File: config.mk
export PLATFORM = sky130hd
export DESIGN_NAME = cue_aim_controller_flat
export DESIGN_NICKNAME = d
export VERILOG_FILES = /design/src/rtl/cue_aim_controller_pkg.sv /design/src/rtl/cue_aim_controller_if.sv /design/src/rtl/cue_aim_controller_aim_vector_lut.sv /design/src/rtl/cue_aim_controller.sv /design/src/flat_wrapper.sv
export SDC_FILE = /design/constraint.sdc
export NUM_CORES = 1
export LEC_CHECK = 0
export BUFFER_PORTS_ARGS = -buffer_cell sky130_fd_sc_hd__buf_2
export CORE_ASPECT_RATIO = 0.7
export CORE_MARGIN = 5
export CORE_UTILIZATION = 40
export CTS_CLUSTER_SIZE = 8
export DETAILED_ROUTE_END_ITERATION = 10
export PLACE_DENSITY = 0.62
export SKIP_LAST_GASP = 1
export SYNTH_ARGS = -nofsm -noshare
export SYNTH_HDL_FRONTEND = slang
export SYNTH_SLANG_ARGS = --single-unit
File: constraint.sdc
create_clock -name clk -period 18.8 [get_ports clk]
set_clock_uncertainty 0.1 [all_clocks]
set_input_delay 1.88 -clock clk [delete_from_list [all_inputs] [get_ports clk]]
set_output_delay 1.88 -clock clk [all_outputs]
set_load 0.02 [all_outputs]
File: src/rtl/cue_aim_controller_pkg.sv
// Shared types and constants for the cue aim controller: FSM states, quarter-sine table,
// power limits and the direction-times-power scaling helper.
package billiard_aim_pkg;

   localparam int unsigned ANGLE_W = 6;
   localparam int unsigned DIR_W   = 6;
   localparam int unsigned POWER_W = 4;
   localparam int unsigned COORD_W = 11;

   localparam logic [POWER_W-1:0] POWER_MIN = 4'd1;
   localparam logic [POWER_W-1:0] POWER_MAX = 4'd8;

   // Quarter-wave sine, amplitude 31, indexed 0..16 (0 to 90 degrees).
   localparam logic [4:0] SIN_LUT [17] = '{
      5'd0,  5'd3,  5'd6,  5'd9,  5'd12, 5'd15, 5'd17, 5'd20, 5'd22,
      5'd24, 5'd26, 5'd27, 5'd29, 5'd30, 5'd30, 5'd31, 5'd31
   };

   typedef enum logic [1:0] {
      AIM,
      CHARGE,
      WAIT_STOP
   } aim_state_t;

   // Signed direction component times unsigned power; result fits +/-248.
   function automatic logic signed [COORD_W-1:0] scale_dir(
      input logic signed [DIR_W-1:0] dir,
      input logic [POWER_W-1:0]      pwr
   );
      logic signed [COORD_W-1:0] dir_ext;
      logic signed [COORD_W-1:0] pwr_ext;
      dir_ext = {{(COORD_W - DIR_W){dir[DIR_W-1]}}, dir};
      pwr_ext = signed'({{(COORD_W - POWER_W){1'b0}}, pwr});
      return dir_ext * pwr_ext;
   endfunction

endpackage

File: src/rtl/cue_aim_controller_if.sv
// Bundle of the per-frame key/ball inputs and the aim line / shot outputs of the controller.
interface cue_aim_controller_if;
   import billiard_aim_pkg::*;

   logic                      startOfFrame;
   logic                      leftKey;
   logic                      rightKey;
   logic                      shootKey;
   logic                      ballsMoving;
   logic signed [COORD_W-1:0] cueBallTopLeftX;
   logic signed [COORD_W-1:0] cueBallTopLeftY;

   logic signed [COORD_W-1:0] lineTopLeftPosX;
   logic signed [COORD_W-1:0] lineTopLeftPosY;
   logic signed [COORD_W-1:0] velocityX;
   logic signed [COORD_W-1:0] velocityY;
   logic                      lineEnable;
   logic                      shotValid;
   logic signed [COORD_W-1:0] shotVelocityX;
   logic signed [COORD_W-1:0] shotVelocityY;

   // Source side: keyboard decoder, ball physics status, and the consumers of the outputs.
   modport master (
      output startOfFrame, leftKey, rightKey, shootKey, ballsMoving,
      output cueBallTopLeftX, cueBallTopLeftY,
      input  lineTopLeftPosX, lineTopLeftPosY, velocityX, velocityY, lineEnable,
      input  shotValid, shotVelocityX, shotVelocityY
   );

   modport slave (
      input  startOfFrame, leftKey, rightKey, shootKey, ballsMoving,
      input  cueBallTopLeftX, cueBallTopLeftY,
      output lineTopLeftPosX, lineTopLeftPosY, velocityX, velocityY, lineEnable,
      output shotValid, shotVelocityX, shotVelocityY
   );

endinterface

File: src/rtl/cue_aim_controller_aim_vector_lut.sv
// Combinational angle-to-direction lookup: 64 steps per turn, 0 = right, 16 = up (Y down).
module aim_vector_lut
   import billiard_aim_pkg::*;
(
   input  logic [ANGLE_W-1:0]      angle_i,
   output logic signed [DIR_W-1:0] dir_x_o,
   output logic signed [DIR_W-1:0] dir_y_o
);

   logic [1:0]              quad;
   logic [3:0]              step;
   logic [4:0]              idx_k;
   logic [4:0]              idx_c;
   logic signed [DIR_W-1:0] s_k;
   logic signed [DIR_W-1:0] s_c;

   assign quad  = angle_i[5:4];
   assign step  = angle_i[3:0];
   assign idx_k = {1'b0, step};
   assign idx_c = 5'd16 - idx_k;
   assign s_k   = signed'({1'b0, SIN_LUT[idx_k]});
   assign s_c   = signed'({1'b0, SIN_LUT[idx_c]});

   always_comb begin
      dir_x_o = '0;
      dir_y_o = '0;
      unique case (quad)
         2'd0: begin
            dir_x_o = s_c;
            dir_y_o = -s_k;
         end
         2'd1: begin
            dir_x_o = -s_k;
            dir_y_o = -s_c;
         end
         2'd2: begin
            dir_x_o = -s_c;
            dir_y_o = s_k;
         end
         2'd3: begin
            dir_x_o = s_k;
            dir_y_o = s_c;
         end
         default: begin
            dir_x_o = '0;
            dir_y_o = '0;
         end
      endcase
   end

endmodule

File: src/rtl/cue_aim_controller.sv
// Cue aim FSM: rotates the aim angle, charges shot power, fires a one-cycle shot and waits for
// the table to settle. All decisions happen on startOfFrame; the line outputs follow one cycle later.
module cue_aim_controller
   import billiard_aim_pkg::*;
#(
   parameter int unsigned ROTATE_DIV = 4,
   parameter int unsigned CHARGE_DIV = 8,
   parameter int unsigned MIN_WAIT   = 30
) (
   input logic                 clk,
   input logic                 resetN,
   cue_aim_controller_if.slave aim_if
);

   localparam int unsigned CntMaxA = (ROTATE_DIV > CHARGE_DIV) ? ROTATE_DIV : CHARGE_DIV;
   localparam int unsigned CntMax  = (CntMaxA > MIN_WAIT) ? CntMaxA : MIN_WAIT;
   localparam int unsigned CntW    = $clog2(CntMax + 1);

   localparam logic [CntW-1:0] RotLast = CntW'(ROTATE_DIV - 1);
   localparam logic [CntW-1:0] ChgLast = CntW'(CHARGE_DIV - 1);
   localparam logic [CntW-1:0] WaitMax = CntW'(MIN_WAIT);

   aim_state_t                state_q;
   logic [ANGLE_W-1:0]        angle_q;
   logic [POWER_W-1:0]        power_q;
   logic [CntW-1:0]           frame_cnt_q;
   logic                      shoot_prev_q;
   logic                      sof_d1_q;
   logic signed [COORD_W-1:0] cue_x_q;
   logic signed [COORD_W-1:0] cue_y_q;
   logic                      shot_valid_q;
   logic signed [COORD_W-1:0] shot_vel_x_q;
   logic signed [COORD_W-1:0] shot_vel_y_q;

   logic signed [COORD_W-1:0] line_x_q;
   logic signed [COORD_W-1:0] line_y_q;
   logic signed [COORD_W-1:0] vel_x_q;
   logic signed [COORD_W-1:0] vel_y_q;
   logic                      line_en_q;

   logic signed [DIR_W-1:0]   dir_x;
   logic signed [DIR_W-1:0]   dir_y;
   logic signed [COORD_W-1:0] vel_x;
   logic signed [COORD_W-1:0] vel_y;
   logic                      shoot_rise;
   logic                      rotating;

   aim_vector_lut u_lut (
      .angle_i (angle_q),
      .dir_x_o (dir_x),
      .dir_y_o (dir_y)
   );

   assign vel_x      = scale_dir(dir_x, power_q);
   assign vel_y      = scale_dir(dir_y, power_q);
   assign shoot_rise = aim_if.shootKey && !shoot_prev_q;
   assign rotating   = aim_if.leftKey ^ aim_if.rightKey;

   always_ff @(posedge clk or negedge resetN) begin
      if (!resetN) begin
         state_q      <= AIM;
         angle_q      <= '0;
         power_q      <= POWER_MIN;
         frame_cnt_q  <= '0;
         shoot_prev_q <= 1'b1;
         sof_d1_q     <= 1'b0;
         cue_x_q      <= '0;
         cue_y_q      <= '0;
         shot_valid_q <= 1'b0;
         shot_vel_x_q <= '0;
         shot_vel_y_q <= '0;
      end else begin
         shot_valid_q <= 1'b0;
         sof_d1_q     <= aim_if.startOfFrame;
         if (aim_if.startOfFrame) begin
            shoot_prev_q <= aim_if.shootKey;
            cue_x_q      <= aim_if.cueBallTopLeftX;
            cue_y_q      <= aim_if.cueBallTopLeftY;
            unique case (state_q)
               AIM: begin
                  if (shoot_rise) begin
                     state_q     <= CHARGE;
                     frame_cnt_q <= '0;
                  end else if (rotating) begin
                     if (frame_cnt_q == RotLast) begin
                        frame_cnt_q <= '0;
                        angle_q     <= aim_if.leftKey ? angle_q + 6'd1 : angle_q - 6'd1;
                     end else begin
                        frame_cnt_q <= frame_cnt_q + 1'b1;
                     end
                  end else begin
                     // Releasing (or pressing both) restarts the rotate delay.
                     frame_cnt_q <= '0;
                  end
               end
               CHARGE: begin
                  if (aim_if.shootKey) begin
                     if (frame_cnt_q == ChgLast) begin
                        frame_cnt_q <= '0;
                        if (power_q != POWER_MAX) begin
                           power_q <= power_q + 1'b1;
                        end
                     end else begin
                        frame_cnt_q <= frame_cnt_q + 1'b1;
                     end
                  end else begin
                     shot_valid_q <= 1'b1;
                     shot_vel_x_q <= vel_x >>> 2;
                     shot_vel_y_q <= vel_y >>> 2;
                     power_q      <= POWER_MIN;
                     frame_cnt_q  <= '0;
                     state_q      <= WAIT_STOP;
                  end
               end
               WAIT_STOP: begin
                  if (frame_cnt_q == WaitMax) begin
                     if (!aim_if.ballsMoving) begin
                        state_q     <= AIM;
                        frame_cnt_q <= '0;
                     end
                  end else begin
                     frame_cnt_q <= frame_cnt_q + 1'b1;
                  end
               end
               default: begin
                  state_q     <= AIM;
                  frame_cnt_q <= '0;
               end
            endcase
         end
      end
   end

   // Line outputs load one cycle after SOF so they reflect the just-updated angle/power/state.
   always_ff @(posedge clk or negedge resetN) begin
      if (!resetN) begin
         line_x_q  <= '0;
         line_y_q  <= '0;
         vel_x_q   <= '0;
         vel_y_q   <= '0;
         line_en_q <= 1'b0;
      end else if (sof_d1_q) begin
         line_x_q  <= cue_x_q;
         line_y_q  <= cue_y_q;
         vel_x_q   <= vel_x;
         vel_y_q   <= vel_y;
         line_en_q <= (state_q != WAIT_STOP);
      end
   end

   assign aim_if.lineTopLeftPosX = line_x_q;
   assign aim_if.lineTopLeftPosY = line_y_q;
   assign aim_if.velocityX       = vel_x_q;
   assign aim_if.velocityY       = vel_y_q;
   assign aim_if.lineEnable      = line_en_q;
   assign aim_if.shotValid       = shot_valid_q;
   assign aim_if.shotVelocityX   = shot_vel_x_q;
   assign aim_if.shotVelocityY   = shot_vel_y_q;

   a_shot_single: assert property (@(posedge clk) disable iff (!resetN)
      shot_valid_q |=> !shot_valid_q);

   a_power_range: assert property (@(posedge clk) disable iff (!resetN)
      (power_q >= POWER_MIN) && (power_q <= POWER_MAX));

endmodule
File: src/flat_wrapper.sv
// flat-port wrapper written by rule: the top's interface ports become plain ports
module cue_aim_controller_flat import billiard_aim_pkg::*;
#(
   parameter int unsigned ROTATE_DIV = 4,
   parameter int unsigned CHARGE_DIV = 8,
   parameter int unsigned MIN_WAIT   = 30
)
  (clk, resetN, aim_if_startOfFrame, aim_if_leftKey, aim_if_rightKey, aim_if_shootKey, aim_if_ballsMoving, aim_if_cueBallTopLeftX, aim_if_cueBallTopLeftY, aim_if_lineTopLeftPosX, aim_if_lineTopLeftPosY, aim_if_velocityX, aim_if_velocityY, aim_if_lineEnable, aim_if_shotValid, aim_if_shotVelocityX, aim_if_shotVelocityY);
  cue_aim_controller_if aim_if_i ();
  input logic clk;
  input logic resetN;
  input wire logic [$bits(aim_if_i.startOfFrame)-1:0] aim_if_startOfFrame;
  input wire logic [$bits(aim_if_i.leftKey)-1:0] aim_if_leftKey;
  input wire logic [$bits(aim_if_i.rightKey)-1:0] aim_if_rightKey;
  input wire logic [$bits(aim_if_i.shootKey)-1:0] aim_if_shootKey;
  input wire logic [$bits(aim_if_i.ballsMoving)-1:0] aim_if_ballsMoving;
  input wire logic [$bits(aim_if_i.cueBallTopLeftX)-1:0] aim_if_cueBallTopLeftX;
  input wire logic [$bits(aim_if_i.cueBallTopLeftY)-1:0] aim_if_cueBallTopLeftY;
  output wire logic [$bits(aim_if_i.lineTopLeftPosX)-1:0] aim_if_lineTopLeftPosX;
  output wire logic [$bits(aim_if_i.lineTopLeftPosY)-1:0] aim_if_lineTopLeftPosY;
  output wire logic [$bits(aim_if_i.velocityX)-1:0] aim_if_velocityX;
  output wire logic [$bits(aim_if_i.velocityY)-1:0] aim_if_velocityY;
  output wire logic [$bits(aim_if_i.lineEnable)-1:0] aim_if_lineEnable;
  output wire logic [$bits(aim_if_i.shotValid)-1:0] aim_if_shotValid;
  output wire logic [$bits(aim_if_i.shotVelocityX)-1:0] aim_if_shotVelocityX;
  output wire logic [$bits(aim_if_i.shotVelocityY)-1:0] aim_if_shotVelocityY;
  assign aim_if_i.startOfFrame = aim_if_startOfFrame;
  assign aim_if_i.leftKey = aim_if_leftKey;
  assign aim_if_i.rightKey = aim_if_rightKey;
  assign aim_if_i.shootKey = aim_if_shootKey;
  assign aim_if_i.ballsMoving = aim_if_ballsMoving;
  assign aim_if_i.cueBallTopLeftX = aim_if_cueBallTopLeftX;
  assign aim_if_i.cueBallTopLeftY = aim_if_cueBallTopLeftY;
  assign aim_if_lineTopLeftPosX = aim_if_i.lineTopLeftPosX;
  assign aim_if_lineTopLeftPosY = aim_if_i.lineTopLeftPosY;
  assign aim_if_velocityX = aim_if_i.velocityX;
  assign aim_if_velocityY = aim_if_i.velocityY;
  assign aim_if_lineEnable = aim_if_i.lineEnable;
  assign aim_if_shotValid = aim_if_i.shotValid;
  assign aim_if_shotVelocityX = aim_if_i.shotVelocityX;
  assign aim_if_shotVelocityY = aim_if_i.shotVelocityY;
  cue_aim_controller #(.ROTATE_DIV(ROTATE_DIV), .CHARGE_DIV(CHARGE_DIV), .MIN_WAIT(MIN_WAIT)) u_core (.clk(clk), .resetN(resetN), .aim_if(aim_if_i));
endmodule
==> metrics.md, run 1 <==
| Metric | Value |
|---|---|
| Flip-flop and latch count after synthesis | `105` |
| Met3 usage in global routing | `4.60%` |
| Sequential element share of the synthesized area | `between 30% and 40%` |
| Internal power consumption | `between 700 and 800 uW` |
| Final Routed Wirelength | `about 15000 um` |
| FMAX | `150 MHz` |
| CORE AREA | `0.0179 mm^2` |
| Fraction of power consumed by combinational cells | `roughly three fifths` |
| Number of fill cells in the layout | `roughly 1700` |
| Critical Path AT | `6800 ps` |
| Antenna viol nets, final | `0` |
| Full die area | `0.0210 mm^2` |
| Initial DRT Pass Iterations | `5` |
| Register-to-Register Path Depth | `22` |
| Top library cells by usage in the layout, fill and taps aside | `102 x dfrtp_1, 95 x buf_2, 70 x inv_1, 67 x mux2_2, 62 x nand2_1` |
| Maximum Capacitance Violations | `0` |
| Clock period minus final worst setup slack | `6660 ps` |
| First-pass GRT wire length | `26300 um` |
| Run status | `complete, no violations` |
| Post-synthesis area per instance | `10.1 um^2` |
| Total standard cell area after synthesis | `0.00726 mm^2` |
| Maximum number of pins on one net before global-route repair | `58` |
| EDFF count, synth | `0` |
| Combined global-route utilization of all metal layers | `15.5%` |
| Switching fraction of total power | `45.6%` |
| Met2 demand-to-capacity share in global routing | `~22%` |
| Routing usage on met1 | `23.4%` |
| Boundary Pins | `97` |
| Synth async-reset ratio | `100%` |
| Clk sinks | `105` |
| Diode insertion count for antenna repair | `0` |
| Switching power summed over all nets | `roughly 610 uW` |
| Final-report max-slew violation count | `0` |
| Num rows | `41` |
| Prevailing post-synth register cell | `dfrtp_1` |
| Total power | `roughly 1300 uW` |
| Syn. warnings | `0` |
| HPWL after detailed placement | `between 10000 and 15000 um` |
| Worst skew pair latency | `about 350 ps` |
| Share of power burned in registers | `roughly a quarter` |
| Initial standard-cell utilization of the core | `40.6%` |
| Fraction of the cycle the final worst path needs | `35.4%` |
| Number of stages on the worst hold path | `2` |
| TritonCTS clock tree | `done` |
| Number of CTS-inserted buffers | `9` |
| Worst hold path type | `flip-flop to flip-flop` |
| Total number of H-tree levels | `3` |
| Number of buffers on the longest clock path | `2` |
| Width of the chip | `171 um` |
| Clock-pin slew on the worst setup and hold paths | `around 70 ps` |
| Overflow left after global routing | `0` |
| Area occupied by registers | `0.00263 mm^2` |
| Vias in the first global route | `5199` |
| Average routed wire per standard cell | `14.8 um` |
| Number of antenna violations at the first check in global routing | `0` |
| Lkg Pwr | `around 0.0040 uW` |
| DP Worst Slack | `12270 ps` |
| Number of endpoints failing setup at the final stage | `0` |
| Iteration-0 DRC Markers | `344` |
| Proportion of layout cells with a drive suffix above 1 | `24.6%` |
| Share of the synthesized area in the top cell type | `35.5%` |
| Hold_ws | `about 380 ps` |
| Fin nets | `917` |
| Number of cells upsized or downsized after cts | `0` |
| # port buffers | `96` |
| Root cell of the clock tree | `clkbuf_16` |
| Required time at the endpoint of the critical path | `18940 ps` |
| Startpoint kind of the worst setup timing path | `flip-flop` |
| Critical path class | `flip-flop to flip-flop` |
| Hold Buf Count CTS | `0` |
| Area taken by multi-input logic gates | `0.00422 mm^2` |
| Number of cells produced by synthesis | `722` |
| Type of element capturing the critical path | `flip-flop` |
| Transition time of the tightest slew-check pin | `about 820 ps` |
| Final hold vios | `0` |
| Part of the power in the clock network | `14.9%` |
| Die Ht | `123 um` |
| RSZ-0062 raised after global routing | `false` |
| Slew HR | `45.5%` |
| Top area cells in the synthesized netlist | `dfrtp_1 35%, mux2_2 10%, ha_1 10%` |
| Number of DRC violations after detailed routing | `0` |
| Layout overhead on the synthesized area | `13.5%` |
| Crit path setup slack, layout | `12140 ps` |
| Total negative setup slack | `0 ps` |
| Synthesized netlist net count | `838` |
| Post-CTS setup buffer count | `0` |
| Most crowded layer after global routing | `met1` |
| Mean number of vias per cell | `between 5 and 6` |
| Most frequent standard cell in the layout excluding fill and tap cells | `dfrtp_1` |
| Most area-hungry cell type in the Yosys netlist | `dfrtp_1` |
| Routed vias | `5307` |
| Number of distinct library cell variants in the gate-level netlist after synthesis | `71` |
| Ratio of total power to cell area | `164 mW/mm^2` |
| Worst-path maximum fanout | `13` |
| Worst vdd ir | `around 0.066 mV` |
| Final weighted congestion in routability-driven placement | `roughly 0.9` |
area by class of cell:
class                           count  area share (%)
Clock buffer                        9            2.73
Clock inverter                      7            1.12
Inverter                           72            3.28
Multi-Input combinational cell    514            51.2
Sequential cell                   105            31.9
Tap cell                          236            3.58
Timing Repair Buffer               99            6.14
power groups by stage:
stage | clock network, uW | registers, uW | logic [uW]
CTS | 207 | 348 | 804
global placement | 0 | 351 | 792
finish | 201 | 348 | 799
global route | 216 | 359 | 904
floorplan | 0 | 385 | 568
detailed placement | 0 | 352 | 797
synth_stat cells (all sizes together), types with 15 or more instances:
| library cell | count |
|---|---|
| dfrtp | 103 |
| buf | 15 |
| clkbuf | 16 |
| ha | 60 |
| xnor2 | 18 |
| mux2 | 68 |
| inv | 71 |
| fa | 27 |
| and2 | 22 |
| a21oi | 33 |
| o21ai | 25 |
| nor2 | 52 |
| nand2 | 62 |
worst max-delay path, stage by stage (launching register included):
cell and delay, ps:
dfrtp_1 610, inv_1 230, ha_1 310, inv_1 90, ha_1 300, a211o_1 330, or3_1 390, a21oi_1 280
o31ai_1 110, a221oi_1 580, nor2_1 100, ha_1 340, fa_1 530, inv_1 50, fa_1 490, inv_1 40
ha_1 300, inv_1 60, o21bai_1 220, a31oi_1 140, a211o_1 300, xnor3_1 370, mux2_2 270
logic make-up after synthesis:
| kind of cell | share of synthesized area (%) |
|---|---|
| adders and majority gates | 17.8 |
| DFF | 36.2 |
| xor gates and xnor gates | 3.57 |
| muxes | 11.7 |
| AOI/OAI and AO/OA | 11.0 |
| buffers and inverters | 5.67 |
| and+or+nand+nor | 14.0 |
metrics by stage:
| stage | util (%) | cell area (um^2) | instances |
|---|---|---|---|
| finish | 46.0 | 8240 | 1042 |
| global route | 46.0 | 8240 | 1042 |
| CTS | 46.0 | 8240 | 1042 |
| detailed placement | 44.2 | 7920 | 1026 |
| global placement | 44.2 | 7920 | 1026 |
| floorplan | - | 7260 | 722 |
worst paths after layout:
check | start | endpoint | slack (ps)
max in group asynchronous | resetN | u_core.sof_d1_q | 15960
max | u_core.angle_q[0] | u_core.aim_if.velocityX[10] | 12140
max reg2reg | u_core.angle_q[0] | u_core.aim_if.velocityX[10] | 12140
min in group asynchronous | resetN | u_core.aim_if.velocityX[3] | 1470
min | u_core.aim_if.shotVelocityY[6] | u_core.aim_if.shotVelocityY[6] | 380
min reg2reg | u_core.aim_if.shotVelocityY[6] | u_core.aim_if.shotVelocityY[6] | 380
per-layer routing:
metal	part of all wire (%)	routed length, um
met5	0	0
met4	0.70	108
met3	7.3	1130
met2	41	6340
met1	51	7870
registers in the layout (all words and copies together), names as in the netlist, 2 cells and up:
| name | count |
|---|---|
| u_core.frame_cnt_q | 5 |
| u_core.aim_if.shotVelocityY | 9 |
| u_core.aim_if.shotVelocityX | 9 |
| u_core.aim_if.velocityX | 11 |
| u_core.cue_y_q | 11 |
| u_core.aim_if.velocityY | 11 |
| u_core.state_q | 2 |
| u_core.angle_q | 6 |
| u_core.aim_if.lineTopLeftPosX | 11 |
| u_core.aim_if.lineTopLeftPosY | 11 |
| u_core.cue_x_q | 11 |
| u_core.power_q | 4 |
Note: power is estimated with default switching activity, not from simulation.
==> inputs of run 2 (changes only) <==
--- a/config.mk
+++ b/config.mk
@@ -5,13 +5,14 @@
 export SDC_FILE = /design/constraint.sdc
 export NUM_CORES = 1
 export LEC_CHECK = 0
+export ABC_AREA = 1
 export BUFFER_PORTS_ARGS = -buffer_cell sky130_fd_sc_hd__buf_2
 export CORE_ASPECT_RATIO = 0.7
 export CORE_MARGIN = 5
 export CORE_UTILIZATION = 40
 export CTS_CLUSTER_SIZE = 8
 export DETAILED_ROUTE_END_ITERATION = 10
-export PLACE_DENSITY = 0.62
+export PLACE_DENSITY = 0.64
 export SKIP_LAST_GASP = 1
 export SYNTH_ARGS = -nofsm -noshare
 export SYNTH_HDL_FRONTEND = slang
==> constraint.sdc (replaced) <==
create_clock -name clk -period 5.44 [get_ports clk]
set_clock_uncertainty 0.1 [all_clocks]
set_input_delay 0.544 -clock clk [delete_from_list [all_inputs] [get_ports clk]]
set_output_delay 0.544 -clock clk [all_outputs]
set_load 0.02 [all_outputs]
==> run 2 against run 1 <==
  * Non-clock buffer count increased by 14
  * Core utilization is 1.8 points higher
  * Sequential share of layout area barely moved
  * Power rose to 3.6 times the previous value
==> metrics.md, run 2 <==
| Metric | Value |
|---|---|
| Total standard cell area after synthesis | `0.00703 mm^2 (-3.1%)` |
| First-pass GRT wire length | `27300 um (+3.5%)` |
| Combined global-route utilization of all metal layers | `16.1% (+0.69 points)` |
| Area occupied by registers | `0.00263 mm^2 (about the same)` |
| DP Worst Slack | `14.5 ps (-12260 ps)` |
| Fraction of the cycle the final worst path needs | `94.7% (+59 points)` |
| Diode insertion count for antenna repair | `0 (unchanged)` |
| Clock-pin slew on the worst setup and hold paths | `70 ps (about the same)` |
| Final-report max-slew violation count | `0 (unchanged)` |
| Final Routed Wirelength | `16100 um (+4.1%)` |
| Required time at the endpoint of the critical path | `5570 ps (-13370 ps)` |
| Share of the synthesized area in the top cell type | `36.6% (+1.1 points)` |
| Synthesized netlist net count | `989 (+18%)` |
| Worst hold path type | `primary input to asynchronous set/reset pin` |
| Type of element capturing the critical path | `flip-flop` |
| Overflow left after global routing | `0 (unchanged)` |
| Critical Path AT | `5280 ps (-1520 ps)` |
| EDFF count, synth | `0 (unchanged)` |
| Number of antenna violations at the first check in global routing | `0 (unchanged)` |
| Lkg Pwr | `0.00440 uW (+11%)` |
| Fin nets | `1087 (+19%)` |
| Die Ht | `121 um (-1.5%)` |
| Crit path setup slack, layout | `288 ps (-11850 ps)` |
| Critical path class | `flip-flop to flip-flop` |
| Final hold vios | `0 (unchanged)` |
| Routed vias | `5829 (+9.8%)` |
| Total number of H-tree levels | `3 (unchanged)` |
| Worst vdd ir | `0.222 mV (+240%)` |
| Area taken by multi-input logic gates | `0.00382 mm^2 (-9.5%)` |
| Clk sinks | `105 (unchanged)` |
| Most frequently used cell type in the post-synthesis netlist | `nand2_1` |
| Top library cells by usage in the layout, fill and taps aside | `197 x nand2_1, 138 x inv_1, 103 x dfrtp_1, 97 x o21ai_0, 95 x buf_2` |
| Layout overhead on the synthesized area | `17.0%` |
| Proportion of layout cells with a drive suffix above 1 | `17.2% (-7.4 points)` |
| Number of distinct library cell variants in the gate-level netlist after synthesis | `38 (-46%)` |
| RSZ-0062 raised after global routing | `true` |
| Number of buffers on the longest clock path | `2 (unchanged)` |
| Post-synthesis area per instance | `8.06 um^2 (-20%)` |
| Most area-hungry cell type in the Yosys netlist | `dfrtp_1` |
| Ratio of total power to cell area | `594 mW/mm^2 (+260%)` |
| Final weighted congestion in routability-driven placement | `0.894 (-1.9%)` |
| Initial DRT Pass Iterations | `5 (unchanged)` |
| Startpoint kind of the worst setup timing path | `flip-flop` |
| Maximum Capacitance Violations | `0 (unchanged)` |
| Vias in the first global route | `5410 (+4.1%)` |
| Syn. warnings | `0 (unchanged)` |
| Maximum number of pins on one net before global-route repair | `77 (+33%)` |
| Number of endpoints failing setup at the final stage | `0 (unchanged)` |
| Mean number of vias per cell | `4.83 (-5.2%)` |
| Width of the chip | `168 um (-1.5%)` |
| Worst-path maximum fanout | `6 (-7)` |
| Initial standard-cell utilization of the core | `40.9% (+0.30 points)` |
| Total negative setup slack | `0 ps (unchanged)` |
| Transition time of the tightest slew-check pin | `994 ps (+176 ps)` |
| Flip-flop and latch count after synthesis | `105 (unchanged)` |
| CORE AREA | `0.0172 mm^2 (-3.8%)` |
| HPWL after detailed placement | `12200 um (+3.1%)` |
| Sequential element share of the synthesized area | `37.4% (+1.2 points)` |
| Slew HR | `33.7% (-12 points)` |
| Register-to-Register Path Depth | `26 (+18%)` |
| TritonCTS clock tree | `done` |
| Synth async-reset ratio | `100% (unchanged)` |
| Number of cells produced by synthesis | `873 (+21%)` |
| Most used standard cells in the synthesized netlist | `198 x nand2_1, 141 x inv_1, 103 x dfrtp_1, 103 x o21ai_0, 67 x nor2_1` |
| Prevailing post-synth register cell | `dfrtp_1` |
| FMAX | `194 MHz (+29%)` |
| Worst skew pair latency | `350 ps (about the same)` |
| Non-filler cells, final | `1207 (+16%)` |
| Average routed wire per standard cell | `13.3 um (-10%)` |
| Full die area | `0.0204 mm^2 (-2.9%)` |
| Boundary Pins | `97 (unchanged)` |
| Antenna viol nets, final | `0 (unchanged)` |
| Top area cells in the synthesized netlist | `dfrtp_1 37%, ha_1 11%, nand2_1 11%` |
| Number of CTS-inserted buffers | `9 (unchanged)` |
| Clock period minus final worst setup slack | `5150 ps (-1510 ps)` |
| Post-placement cell count | `1187 (+16%)` |
| Most frequent standard cell in the layout excluding fill and tap cells | `nand2_1` |
| Run status | `complete, no violations` |
| Num rows | `40 (-2.4%)` |
| # port buffers | `96 (unchanged)` |
| Iteration-0 DRC Markers | `433 (+26%)` |
| Number of DRC violations after detailed routing | `0 (unchanged)` |
| Number of fill cells in the layout | `1743 (+3.1%)` |
| Root cell of the clock tree | `clkbuf_16` |
-- run 2: worst max-delay path, stage by stage, from the launching register on --
cell	delay [ps]
dfrtp_1	340
inv_1	50
buf_4	160
ha_1	320
inv_1	40
o21ai_0	140
o21ai_1	150
ha_1	270
xor2_1	190
o21ai_0	160
o21ai_0	100
o21ai_1	190
nor2_1	90
ha_1	320
fa_1	540
inv_1	50
fa_1	490
inv_1	40
ha_2	360
nand2_1	90
o21ai_2	210
nand4_1	120
nand3_1	100
xnor2_1	140
nand3_1	110
nand3_1	100
nand2_1	50
-- run 2: repair_timing --
action | CTS | global route
cloned | 0 | 0
resized for setup | 1 | 24
setup endpoints to repair | 1 | 16
pin swaps | 0 | 4
setup buffers | 0 | 4
hold buffers | 0 | 0
-- run 2: per-stage QoR --
stage	total power, uW	utilization [%]	hold slack, ps	area [um^2]
floorplan	3190	-	148	7030
global placement	3930	45.2	354	7780
detailed placement	3970	45.2	358	7780
CTS	4730	47.2	229	8130
global route	5380	47.8	253	8230
finish	4890	47.8	179	8230
-- run 2: where the power goes --
part | internal [uW] | switching (uW)
registers | 997 | 161
logic | 1070 | 1930
clock network | 428 | 308
-- run 2: layer usage --
layer,routed length [um],GRT usage (%),vias to the layer above
met3,1030,3.58,10
met5,0,0,-
met4,98,2.89,0
li1,-,-,2969
met2,6660,23.0,154
met1,8280,25.2,2696
-- run 2: final timing paths --
kind	from	end	slack, ps
min reg2reg	u_core.aim_if.velocityX[1]	u_core.aim_if.velocityX[1]	370
max	u_core.angle_q[0]	u_core.aim_if.shotVelocityX[8]	290
min in group clk	aim_if_cueBallTopLeftY[2]	u_core.cue_y_q[2]	290
min	resetN	u_core.aim_if.velocityY[10]	180
max reg2reg	u_core.angle_q[0]	u_core.aim_if.shotVelocityX[8]	290
max in group asynchronous	resetN	u_core.aim_if.velocityX[8]	3980
-- run 2: cell type report --
type | instances | share of cell area, %
Multi-Input combinational cell | 598 | 46.4
Sequential cell | 105 | 32.0
Timing Repair Buffer | 113 | 7.42
Inverter | 144 | 6.57
Tap cell | 231 | 3.51
Clock buffer | 10 | 2.90
Clock inverter | 6 | 1.25
-- run 2: kinds of logic after synthesis --
kind of cell / Yosys count / synth area share [%]
xor+xnor: 27 / 3.36
flops: 105 / 37.4
simple gates: 332 / 20.0
fa+ha+maj: 87 / 18.4
compound gates: 152 / 11.5
buf+inv: 170 / 9.38
==> inputs of run 3 (changes only) <==
--- a/config.mk
+++ b/config.mk
@@ -7,12 +7,14 @@
 export LEC_CHECK = 0
 export ABC_AREA = 1
 export BUFFER_PORTS_ARGS = -buffer_cell sky130_fd_sc_hd__buf_2
+export CELL_PAD_IN_SITES_DETAIL_PLACEMENT = 2
+export CELL_PAD_IN_SITES_GLOBAL_PLACEMENT = 2
 export CORE_ASPECT_RATIO = 0.7
 export CORE_MARGIN = 5
-export CORE_UTILIZATION = 40
+export CORE_UTILIZATION = 31
 export CTS_CLUSTER_SIZE = 8
 export DETAILED_ROUTE_END_ITERATION = 10
-export PLACE_DENSITY = 0.64
+export PLACE_DENSITY = 0.8
 export SKIP_LAST_GASP = 1
 export SYNTH_ARGS = -nofsm -noshare
 export SYNTH_HDL_FRONTEND = slang
==> run 3 against run 2 <==
  * Non-clock buffer count is 6 higher
  * Combinational power is 12% higher
  * Clock power is 16% lower
  * Largest power group unchanged
==> metrics.md, run 3 (synthesized netlist as in run 2, its figures left out) <==
| Metric | Value |
|---|---|
| Run status | `complete, no violations` |
| Final Routed Wirelength | `21600 um (+34%)` |
| Register-to-Register Path Depth | `31 (+19%)` |
| Iteration-0 DRC Markers | `202 (-53%)` |
| Area taken by multi-input logic gates | `0.00389 mm^2 (+1.8%)` |
| Combined global-route utilization of all metal layers | `17.1% (+0.95 points)` |
| Final hold vios | `0 (unchanged)` |
| Hold Buf Count CTS | `0 (unchanged)` |
| Total number of H-tree levels | `3 (unchanged)` |
| Non-filler cells, final | `1293 (+7.1%)` |
| Number of antenna violations at the first check in global routing | `0 (unchanged)` |
| Top library cells by usage in the layout, fill and taps aside | `196 x nand2_1, 135 x inv_1, 103 x dfrtp_1, 95 x buf_2, 94 x o21ai_0` |
| Number of fill cells in the layout | `2600 (+49%)` |
| Type of element capturing the critical path | `flip-flop` |
| Worst hold path type | `primary input to asynchronous set/reset pin` |
| DP Worst Slack | `-91.9 ps (-106 ps)` |
| Overflow left after global routing | `0 (unchanged)` |
| HPWL after detailed placement | `16700 um (+37%)` |
| Ratio of total power to cell area | `615 mW/mm^2 (+3.5%)` |
| Num rows | `46 (+15%)` |
| Fin nets | `1093 (+0.55%)` |
| Initial standard-cell utilization of the core | `31.3% (-9.6 points)` |
| Required time at the endpoint of the critical path | `5590 ps (+20 ps)` |
| Critical path class | `flip-flop to flip-flop` |
| Startpoint kind of the worst setup timing path | `flip-flop` |
| Clock period minus final worst setup slack | `5170 ps (+19.2 ps)` |
| Transition time of the tightest slew-check pin | `911 ps (-82.7 ps)` |
| Full die area | `0.0258 mm^2 (+27%)` |
| # port buffers | `96 (unchanged)` |
| Critical Path AT | `5320 ps (+40 ps)` |
| Worst vdd ir | `0.196 mV (-12%)` |
| Crit path setup slack, layout | `269 ps (-19.2 ps)` |
| Most frequent standard cell in the layout excluding fill and tap cells | `nand2_1` |
| Slew HR | `38.7% (+5.0 points)` |
| Fraction of the cycle the final worst path needs | `95.1% (+0.35 points)` |
| Area occupied by registers | `0.00263 mm^2 (unchanged)` |
| Number of CTS-inserted buffers | `9 (unchanged)` |
| Post-placement cell count | `1273 (+7.2%)` |
| Number of DRC violations after detailed routing | `0 (unchanged)` |
| Highest-delay cell along the critical path | `fa_1` |
| Clock-pin slew on the worst setup and hold paths | `70 ps (about the same)` |
| Antenna viol nets, final | `0 (unchanged)` |
| Average routed wire per standard cell | `16.7 um (+25%)` |
| Final weighted congestion in routability-driven placement | `0.831 (-7.1%)` |
| Proportion of layout cells with a drive suffix above 1 | `18.8% (+1.5 points)` |
| Initial DRT Pass Iterations | `4 (-1)` |
| Width of the chip | `190 um (+13%)` |
| Number of endpoints failing setup at the final stage | `0 (unchanged)` |
| FMAX | `193 MHz (-0.37%)` |
| Layout overhead on the synthesized area | `19.1%` |
| Diode insertion count for antenna repair | `0 (unchanged)` |
| Worst-path maximum fanout | `6 (unchanged)` |
| Final-report max-slew violation count | `0 (unchanged)` |
| Worst skew pair latency | `370 ps (+20 ps)` |
| Root cell of the clock tree | `clkbuf_16` |
| Vias in the first global route | `6893 (+27%)` |
| Number of buffers on the longest clock path | `2 (unchanged)` |
| Largest incremental delay on the critical path | `540 ps (about the same)` |
| Routed vias | `6122 (+5.0%)` |
| Maximum number of pins on one net before global-route repair | `77 (unchanged)` |
| Boundary Pins | `97 (unchanged)` |
| Maximum Capacitance Violations | `0 (unchanged)` |
| TritonCTS clock tree | `done` |
| CORE AREA | `0.0225 mm^2 (+31%)` |
| First-pass GRT wire length | `35600 um (+31%)` |
| Die Ht | `136 um (+12%)` |
| Mean number of vias per cell | `4.73 (-2.0%)` |
| Clk sinks | `105 (unchanged)` |
| Lkg Pwr | `0.00441 uW (+0.18%)` |
run 3: final cells by class:
class	instances	share of cell area [%]
multi-input combinational	598	46.4
sequential	105	31.4
timing repair buffer	119	7.83
inverter	144	6.45
tap	312	4.66
clock buffer	10	2.73
clock inverter	5	0.493
run 3: per-layer routing:
layer | wire length [um] | part of all wire [%] | track usage [%]
met5 | 0 | 0 | 0
met4 | 211 | 0.98 | 2.85
met3 | 881 | 4.1 | 3.85
met2 | 10400 | 48 | 29.5
met1 | 10000 | 47 | 22.4
run 3: worst paths after layout:
kind / endpoint / slack (ps) / startpoint
worst max-delay path: u_core.aim_if.velocityY[10] / 270 / u_core.angle_q[1]
worst min-delay path: u_core.aim_if.velocityY[10] / 110 / resetN
worst max register to register: u_core.aim_if.velocityY[10] / 270 / u_core.angle_q[1]
worst min register to register: u_core.cue_y_q[3] / 380 / u_core.cue_y_q[3]
max in group asynchronous: u_core.angle_q[1] / 3950 / resetN
min in group clk: u_core.cue_y_q[4] / 280 / aim_if_cueBallTopLeftY[4]
run 3: through the flow:
stage | power, uW | hold slack (ps) | util [%] | TNS (ps) | cell area (um^2)
after global routing | 5660 | 163 | 37.2 | -166 | 8380
after CTS | 4960 | 124 | 36.4 | 0 | 8200
after floorplan | 3190 | 148 | - | 0 | 7030
after global placement | 4070 | 354 | 35.2 | 0 | 7920
after detailed placement | 4270 | 363 | 35.2 | -592 | 7920
final | 5150 | 109 | 37.2 | 0 | 8380
run 3: power by group:
part           internal [uW]  switching (uW)  total [uW]  leakage (uW)
registers                997             182        1180       0.00132
logic                   1180            2170        3350       0.00296
clock network            313             308         621      0.000131
total                   2490            2660        5150       0.00441
run 3: worst max-delay path: cells and delay by family, from the launching register on:
kind	cells	cell delay (ps)
buf+inv	8	620
fa+ha+maj	7	2300
simple gates	12	1060
compound gates	2	300
xor+xnor	2	320
flops	1	380
run 3: repair_timing:
action                                  CTS  global route
endpoints found under the setup margin   11            22
pin swaps                                 0            10
resized for setup                         3            40
setup buffers                             0             5
